<file path="src/rtl/inc_dec_counter_pkg.sv">
// Shared encodings for the inc/dec counter family.
package inc_dec_counter_pkg;
  localparam logic MODE_WRAP = 1'b0;
  localparam logic MODE_SAT  = 1'b1;
endpackage

</file>
<file path="src/rtl/inc_dec_counter_step.sv">
// Combinational WIDTH+1-bit ripple add/subtract of a zero-extended step,
// with the range-compare bits the counter needs to decide wrap/saturate.
module inc_dec_step #(
  parameter int WIDTH  = 8,
  parameter int STEP_W = 4
) (
  input  logic [WIDTH-1:0]  i_a,
  input  logic [STEP_W-1:0] i_step,
  input  logic              i_sub,
  input  logic [WIDTH-1:0]  i_min,
  input  logic [WIDTH-1:0]  i_max,
  output logic [WIDTH-1:0]  o_res,
  output logic              o_above,
  output logic              o_below
);
  logic        [WIDTH:0] w_a;
  logic        [WIDTH:0] w_b;
  logic        [WIDTH:0] w_bx;
  logic        [WIDTH:0] w_c;
  logic signed [WIDTH:0] w_res;
  logic signed [WIDTH:0] w_min_s;
  logic        [WIDTH:0] w_max_u;

  assign w_a     = {1'b0, i_a};
  assign w_b     = {{(WIDTH + 1 - STEP_W){1'b0}}, i_step};
  assign w_bx    = i_sub ? ~w_b : w_b;
  assign w_c[0]  = i_sub;
  assign w_min_s = {1'b0, i_min};
  assign w_max_u = {1'b0, i_max};

  // Ripple of full-adder cells; subtraction is a + ~b + 1 via the carry-in.
  for (genvar g = 0; g <= WIDTH; g++) begin : g_fa
    assign w_res[g] = w_a[g] ^ w_bx[g] ^ w_c[g];
    if (g < WIDTH) begin : g_carry
      assign w_c[g+1] = (w_a[g] & w_bx[g]) | (w_c[g] & (w_a[g] ^ w_bx[g]));
    end
  end

  assign o_res   = w_res[WIDTH-1:0];
  assign o_above = !i_sub && ($unsigned(w_res) > w_max_u);
  assign o_below = i_sub && (w_res < w_min_s);
endmodule

</file>
<file path="src/rtl/inc_dec_counter.sv">
// Registered up/down counter with programmable step, [Min, Max] range,
// wrap/saturate mode, synchronous load and overflow/underflow pulses.
module inc_dec_counter
  import inc_dec_counter_pkg::*;
#(
  parameter int               WIDTH     = 8,
  parameter int               STEP_W    = 4,
  parameter logic [WIDTH-1:0] RESET_VAL = '0
) (
  input  logic              CLK,
  input  logic              RST,
  input  logic              En,
  input  logic              DecEn,
  input  logic              Load,
  input  logic [WIDTH-1:0]  LoadVal,
  input  logic [STEP_W-1:0] Step,
  input  logic              Mode,
  input  logic [WIDTH-1:0]  Min,
  input  logic [WIDTH-1:0]  Max,
  output logic [WIDTH-1:0]  Q,
  output logic              AtMin,
  output logic              AtMax,
  output logic              Ovf,
  output logic              Unf
);
  logic [WIDTH-1:0] r_q;
  logic             r_ovf;
  logic             r_unf;
  logic [WIDTH-1:0] w_res;
  logic             w_above;
  logic             w_below;
  logic             w_illegal;

  // Bound to land on when a step leaves the range: wrap reloads the
  // opposite bound, saturate clamps to the bound being crossed.
  function automatic logic [WIDTH-1:0] exit_bound(input logic mode, input logic up,
                                                  input logic [WIDTH-1:0] lo,
                                                  input logic [WIDTH-1:0] hi);
    return ((mode == MODE_SAT) == up) ? hi : lo;
  endfunction

  inc_dec_step #(.WIDTH(WIDTH), .STEP_W(STEP_W)) u_step (
    .i_a     (r_q),
    .i_step  (Step),
    .i_sub   (DecEn),
    .i_min   (Min),
    .i_max   (Max),
    .o_res   (w_res),
    .o_above (w_above),
    .o_below (w_below)
  );

  assign w_illegal = Min > Max;

  always_ff @(posedge CLK or posedge RST) begin
    if (RST) begin
      r_q   <= RESET_VAL;
      r_ovf <= 1'b0;
      r_unf <= 1'b0;
    end else begin
      r_ovf <= 1'b0;
      r_unf <= 1'b0;
      if (Load) begin
        r_q <= LoadVal;
      end else if (En && !w_illegal && (Step != '0)) begin
        if (w_above) begin
          r_q   <= exit_bound(Mode, 1'b1, Min, Max);
          r_ovf <= 1'b1;
        end else if (w_below) begin
          r_q   <= exit_bound(Mode, 1'b0, Min, Max);
          r_unf <= 1'b1;
        end else begin
          r_q <= w_res;
        end
      end
    end
  end

  assign Q     = r_q;
  assign Ovf   = r_ovf;
  assign Unf   = r_unf;
  assign AtMin = (r_q == Min);
  assign AtMax = (r_q == Max);
endmodule

</file>
<file path="config.mk">
export PLATFORM = sky130hd
export DESIGN_NAME = inc_dec_counter
export DESIGN_NICKNAME = d
export VERILOG_FILES = /design/src/rtl/inc_dec_counter_pkg.sv /design/src/rtl/inc_dec_counter_step.sv /design/src/rtl/inc_dec_counter.sv
export SDC_FILE = /design/constraint.sdc
export NUM_CORES = 1
export LEC_CHECK = 0
export ABC_AREA = 1
export CAP_MARGIN = 20
export CORE_MARGIN = 2
export CORE_UTILIZATION = 51
export DETAILED_ROUTE_END_ITERATION = 12
export GPL_ROUTABILITY_DRIVEN = 0
export GPL_TIMING_DRIVEN = 0
export PLACE_DENSITY = 0.81
export SLEW_MARGIN = 25
export SYNTH_ARGS = -nofsm -noshare
export SYNTH_HDL_FRONTEND = slang
export SYNTH_SLANG_ARGS = --single-unit
</file>
<file path="constraint.sdc">
create_clock -name CLK -period 5.1 [get_ports CLK]
set_input_delay 1.02 -clock CLK [delete_from_list [all_inputs] [get_ports CLK]]
set_output_delay 1.02 -clock CLK [all_outputs]
set_load 0.005 [all_outputs]
</file>
### Word-level counts from Yosys, hierarchy flattened

Index checks and enable logic that the tools add are counted.
W data, S select, Z words.

* bits in registers: 10
* bits in latches: 0
* RAM bits: 0
* memory bits (read-only): 0
* input port bits: 34
* output and inout bits: 12
* logic and storage cells: 72
* memories kept: 0

* add/sub/neg operators: 0
* $mul: 0
* divide/modulo/power cells: 0
* magnitude comparators: 3
* eq/ne operators: 2
* shift-type cells: 0
* mux-type cells: 14
* bitwise operators: 42
* reductions and logical operators: 8

Operators with widths (count)
* $mux W8: 6
* $xor A1 B1 Y1: 17
* $and A1 B1 Y1: 16
* $eq A8 B8 Y1: 2
* $gt A9 B8 Y1: 1
* $lt A9 B9 Y1: 1
* $mux W9: 1
* $not A4 Y9: 1
* $gt A8 B8 Y1: 1
* $or A1 B1 Y1: 8
* $mux W1: 7
* $logic_and A1 B1 Y1: 4
* $reduce_bool A4 Y1: 1
* $logic_not A1 Y1: 2
* $reduce_bool A2 Y1: 1

### Longest topological paths before layout

* word-level depth: 26
* mapped depth: 25
* gate-level depth less buffers: 25

### By module

A second synthesis with hierarchy kept.

* cells, all modules: 300
* area, all modules: 1945.6 um^2

By module, submodules not included
* inc_dec_counter: times used 1, cells each 202, area an instance 1257.5 um^2, seq. area each 250.2 um^2
* inc_dec_step: times used 1, cells each 98, area an instance 688.2 um^2, seq. area each 0.0 um^2

### Worst setup path before layout

No wires, ideal clock.

* kind: input-to-reg
* start: input port DecEn
* end: register r_q[6] (netlist: Q[6])
* library setup time: 124 ps
* arrival time: 5052 ps
* data required time: 4976 ps
* slack: -76 ps
* stages on the path: 23
* buffers on the path: 1
* cells stage by stage: buf_6 -> xor2_1 -> fa_1 -> fa_1 -> fa_1 -> inv_1 -> fa_1 -> inv_1 -> fa_1 -> fa_1 -> fa_1 -> ha_1 -> nand2_1 -> inv_1 -> nand2_1 -> nor3_2 -> nand2_1 -> nand2_4 -> nand2_4 -> nand2_1 -> nand3_1 -> nand3_1 -> nand3_1

* longest elaborated chain between the ends: 25
* elaborated cells on any way between the ends: 51
* those cells by class: order compare: 2; mux: 5; bitwise: 41; reduce/logical: 3

RTL lines
* start, declared: RTL line inc_dec_counter.sv:13 `input logic DecEn,`
* $mux W9: RTL line inc_dec_counter_step.sv:26 `assign w_bx = i_sub ? ~w_b : w_b;`
* $xor A1 B1 Y1: RTL line inc_dec_counter_step.sv:33, inc_dec_counter_step.sv:35
* $and A1 B1 Y1: RTL line inc_dec_counter_step.sv:35 `assign w_c[g+1] = (w_a[g] & w_bx[g]) | (w_c[g] & (w_a[g] ^ w_bx[g]));`
* $or A1 B1 Y1: RTL line inc_dec_counter_step.sv:35
* $and A1 B1 Y1: RTL line inc_dec_counter_step.sv:35
* $or A1 B1 Y1: RTL line inc_dec_counter_step.sv:35
* $and A1 B1 Y1: RTL line inc_dec_counter_step.sv:35
* $or A1 B1 Y1: RTL line inc_dec_counter_step.sv:35
* [9 not listed]
* $or A1 B1 Y1: RTL line inc_dec_counter_step.sv:35
* $xor A1 B1 Y1: RTL line inc_dec_counter_step.sv:33 `assign w_res[g] = w_a[g] ^ w_bx[g] ^ w_c[g];`
* $lt A9 B9 Y1: RTL line inc_dec_counter_step.sv:41 `assign o_below = i_sub && (w_res < w_min_s);`
* $logic_and A1 B1 Y1: RTL line inc_dec_counter_step.sv:41
* $mux W8: RTL line inc_dec_counter.sv:69 `end else if (w_below) begin`
* $mux W8 (*): RTL line inc_dec_counter.sv:66 `if (w_above) begin`
* $mux W8 (*): RTL line inc_dec_counter.sv:65 `end else if (En && !w_illegal && (Step != '0)) begin`
* $mux W8 (*): RTL line inc_dec_counter.sv:63 `if (Load) begin`
* end signal, assigned: RTL line inc_dec_counter.sv:64 `r_q <= LoadVal;`
* end signal, assigned: RTL line inc_dec_counter.sv:67 `r_q <= exit_bound(Mode, 1'b1, Min, Max);`
* end signal, assigned: RTL line inc_dec_counter.sv:70 `r_q <= exit_bound(Mode, 1'b0, Min, Max);`
* end, declared: RTL line inc_dec_counter.sv:26 `logic [WIDTH-1:0] r_q;`

Mark *: on every way between the ends. The rest lies on a longest branch, timed or not. The select of a mux whose other input is x is not followed.
A chain may end at the register's enable or synchronous reset.

### Worst setup path after layout

* start: input port Step[1]
* end: register r_unf (netlist: Unf)

* longest elaborated chain between the ends: 24
* elaborated cells on any way between the ends: 36
* those cells by class: order compare: 2; mux: 5; bitwise: 25; reduce/logical: 4

RTL lines
* start, declared: RTL line inc_dec_counter.sv:16 `input logic [STEP_W-1:0] Step,`
* $not A4 Y9: RTL line inc_dec_counter_step.sv:26
* $mux W9: RTL line inc_dec_counter_step.sv:26
* $xor A1 B1 Y1: RTL line inc_dec_counter_step.sv:33, inc_dec_counter_step.sv:35
* $and A1 B1 Y1: RTL line inc_dec_counter_step.sv:35
* $or A1 B1 Y1: RTL line inc_dec_counter_step.sv:35
* $and A1 B1 Y1: RTL line inc_dec_counter_step.sv:35
* $or A1 B1 Y1: RTL line inc_dec_counter_step.sv:35
* $and A1 B1 Y1: RTL line inc_dec_counter_step.sv:35
* [8 not listed]
* $or A1 B1 Y1: RTL line inc_dec_counter_step.sv:35
* $xor A1 B1 Y1: RTL line inc_dec_counter_step.sv:33
* $lt A9 B9 Y1: RTL line inc_dec_counter_step.sv:41
* $logic_and A1 B1 Y1: RTL line inc_dec_counter_step.sv:41
* $mux W1: RTL line inc_dec_counter.sv:69
* $mux W1: RTL line inc_dec_counter.sv:66
* $mux W1 (*): RTL line inc_dec_counter.sv:65
* $mux W1 (*): RTL line inc_dec_counter.sv:63
* end signal, assigned: RTL line inc_dec_counter.sv:59 `r_unf <= 1'b0;`
* end signal, assigned: RTL line inc_dec_counter.sv:62 `r_unf <= 1'b0;`
* end signal, assigned: RTL line inc_dec_counter.sv:71 `r_unf <= 1'b1;`
* end, declared: RTL line inc_dec_counter.sv:28 `logic r_unf;`

Mark *: on every way between the ends. The rest lies on a longest branch, timed or not.

==> results.tsv <==
stage	metric	value	unit
clock_tree	htreeDepth	1	
route	routed_wl	5977	um
synthesis	synth_commonest_cells	98 x nand2_1, 44 x inv_1, 35 x nand3_1, 26 x nor2_1, 23 x ha_1	
route	routed-via-count	2275	
synthesis	yosysUniqueCellTypes	28	
route	vias_per_cell	5.417	
power	leakagePower	1.371	nW
cells_and_area	diodes	0	
synthesis	yosysMostFrequentCell	nand2_1	
route	first_pass_iters	5	
die	rows	22	
setup_path	crit_path_frequent_cell	fa_2	
power	p_int	476.4	uW
die	coreArea	0.003689	mm2
setup_path	r2r_cells	22	
clock_tree	clock_path_buffers	2	
synthesis	synth_ff_type	dfrtp_1	
clock_tree	insertion_delay	0.24	ns
route	routedWlPerCell	14.23	um
timing	grt_setup_unrepaired	true	
synthesis	synth-seq-area-share	12.74	%
power	p_switching	451.4	uW
setup_path	cp.depth	22	
setup_path	criticalPathCategory	primary input to register	
cells_and_area	final-instance-count-excl-fill	420	
synthesis	synth_top_area_share	18.73	%
synthesis	synth-simple-area-share	38.34	%
synthesis	ys_warn_count	0	
timing	skew	0.0004544	ns
setup_path	cpMaxStageDelayCell	fa_2	
clock_tree	cts_sinks	10	
timing	worstMarginPinSlew	0.6871	ns
setup_path	cp_data_arrival_time	5.20	ns
power	pwr-share-seq	14.6	%
setup_path	crit_fanout	6	
die	io_pins	46	
synthesis	ys_ff_latch	10	
synthesis	synth-edff-count	0	
placement	io_buffer_count	45	
placement	post-place-cells	408	
route	antenna_left	0	
timing	period_share	98.61	%
synthesis	synth_top_cell_by_area	nand2_1	
status	outcome	finished clean	
synthesis	synth-compound-area-share	8.726	%
die	fp.dieW	66.06	um
power	p_sw_share	48.65	%
cells_and_area	fin_nets	437	
setup_path	crit_chain	buf_6, xor2_2, fa_2, fa_2, fa_2, inv_2, fa_2, inv_2, fa_2, fa_2, fa_2, ha_4, nand2_1, inv_1, nor2_2, nand3_2, a21oi_4, nand2_4, buf_6, buf_4, buf_4, a21oi_2	
timing	setup_violations	0	
power	p_per_area	336.9	mW/mm2
timing	timing.final.crit_period	5.029	ns
synthesis	syn_area_per_cell	6.236	um2
clock_tree	clkTransAtPathRegs	0.05	ns
clock_tree	cts_hold_buffers	0	
global_route	grt_pass1_vias	2099	
power	p_clk_share	10.9	%
clock_tree	cts_tree	yes	
clock_tree	root_buffer	clkbuf_8	
synthesis	synth_area	0.001964	mm2
timing	drv_slew	0	
synthesis	yosys-top-cells-area	nand2_1 19%, ha_1 15%, dfrtp_1 13%	
global_route	grt_first_pass_wirelength	9246	um
global_route	grt_max_degree	11	
timing	hold_violations	0	
min_path	holdPathStages	2	
timing	max_slew_margin	54.20	%
run	maxCapViolCount	0	
clock_tree	cts_buffers	3	
setup_path	end_kind	register	
synthesis	async_flop_share	100.0	%
power	max-vdd-ir-drop	221.0	uV
die	die_h	66.06	um
synthesis	synth_cells	315	
route	drc	0	
cells_and_area	area_growth	40.19	%
cells_and_area	drive_above_1_share	16.67	%
placement	dpl.hpwl	4517	um
synthesis	synth_top_family_by_area	simple AND/OR/NAND/NOR gates	
synthesis	synthAdderAreaFrac	21.78	%
power	power_frac_comb	74.5	%
route	drt_iter0_drc	129	
global_route	grt_antenna_before_repair	0	
setup_path	cp_top_family	adder cells	
global_route	gr-total-overflow	0	
die	dieArea	0.004364	mm2
setup_path	cp-start-kind	primary input	
synthesis	syn-num-nets	379	
synthesis	synthMuxAreaShare	0	%
synthesis	synth_xor_area_share	7.580	%
min_path	hold_path_class	register to register	
timing	max_freq	198.8	MHz
global_route	grt_usage	28.22	%
setup_path	cp_num_buf_inv	7	
setup_path	slowest_delay	0.58	ns
die	initial_utilization	53.26	%
setup_path	critPathRequiredTime	5.27	ns
power	total_power	927.8	uW
-- layer usage --
| layer | up-vias | global-route usage [%] | part of all wire [%] |
|---|---|---|---|
| met4 | 0 | 9.184 | 2.4 |
| li1 | 1114 | - | - |
| met2 | 89 | 50.38 | 48 |
| met5 | - | 0 | 0 |
| met3 | 17 | 2.896 | 6.0 |
| met1 | 1055 | 35.41 | 44 |
-- cell families after synthesis --
logic type | after synthesis
and+or+nand+nor | 173
buffers and inverters | 54
AOI/OAI and AO/OA | 31
adders and majority gates | 30
xor gates and xnor gates | 17
DFF | 10
-- layout by cell type, fill, tap and decap left out, types with 6 or more instances in the layout --
| cell type | netlist | layout |
|---|---|---|
| a21oi_1 | 7 | 6 |
| buf_4 | 0 | 7 |
| clkdlybuf4s50_1 | 0 | 41 |
| dfrtp_1 | 10 | 10 |
| fa_2 | 0 | 7 |
| ha_1 | 23 | 21 |
| inv_1 | 44 | 39 |
| inv_2 | 3 | 7 |
| nand2_1 | 98 | 93 |
| nand2_2 | 3 | 6 |
| nand3_1 | 35 | 28 |
| nand3_2 | 2 | 7 |
| nor2_1 | 26 | 24 |
| o21ai_0 | 18 | 17 |
| xnor2_1 | 12 | 12 |
-- worst paths after layout --
kind	end	slack, ns	startpoint
max	Unf	0.07	Step[1]
min reg2reg	Q[4]	0.59	Q[4]
max reg2reg	Unf	0.48	Q[0]
min	Q[4]	0.59	Q[4]
max in group asynchronous	Q[0]	3.77	RST
min in group asynchronous	Q[4]	1.06	RST
-- cell type report --
| cell class | instances | area [um2] |
|---|---|---|
| buffer | 6 | 25.02 |
| clock buffer | 4 | 55.05 |
| fill | 302 | 934.6 |
| inverter | 47 | 178.9 |
| multi-input combinational | 251 | 1649 |
| sequential | 10 | 250.2 |
| tap | 48 | 60.06 |
| timing repair buffer | 54 | 535.5 |
-- worst reg2reg max path, cell delays in order, from the launching register on --
cell and delay, ns:
dfrtp_1 0.47, inv_2 0.11, o21ai_2 0.07, fa_2 0.34, fa_2 0.35, fa_2 0.35
inv_2 0.06, fa_2 0.19, inv_2 0.04, fa_2 0.33, fa_2 0.34, fa_2 0.58
ha_4 0.22, nand2_1 0.05, inv_1 0.04, nor2_2 0.10, nand3_2 0.11, a21oi_4 0.14
nand2_4 0.11, buf_6 0.15, buf_4 0.14, buf_4 0.13, a21oi_2 0.12
-- per-stage QoR --
stage	setup WS (ns)	setup TNS, ns	util (%)	cell area [um2]	hold WS, ns
global route	-0.08699	-0.5383	74.66	2754	0.6413
detailed placement	-0.9936	-9.232	67.30	2482	0.5748
finish	0.07075	0	74.66	2754	0.5943
floorplan	0.002845	0	-	1972	0.5324
CTS	-0.1490	-1.085	71.30	2630	0.5860
global placement	-0.9471	-8.795	67.30	2482	0.5664
-- power groups by stage --
stage | logic [mW] | clock network, mW | registers, mW
finish | 0.691 | 0.101 | 0.135
global route | 0.773 | 0.107 | 0.139
CTS | 0.612 | 0.103 | 0.134
detailed placement | 0.565 | 0 | 0.135
global placement | 0.551 | 0 | 0.136
floorplan | 0.396 | 0 | 0.126
-- flip-flops by register name, indices dropped and copies added (netlist names) --
name  cells
Q         8
Unf       1
Ovf       1
-- repair_timing --
action | CTS | global route
pin swaps | 21 | 32
gates resized for setup | 31 | 30
setup endpoints to repair | 10 | 10
setup buffers | 6 | 3
(Power assumes the default switching activity.)
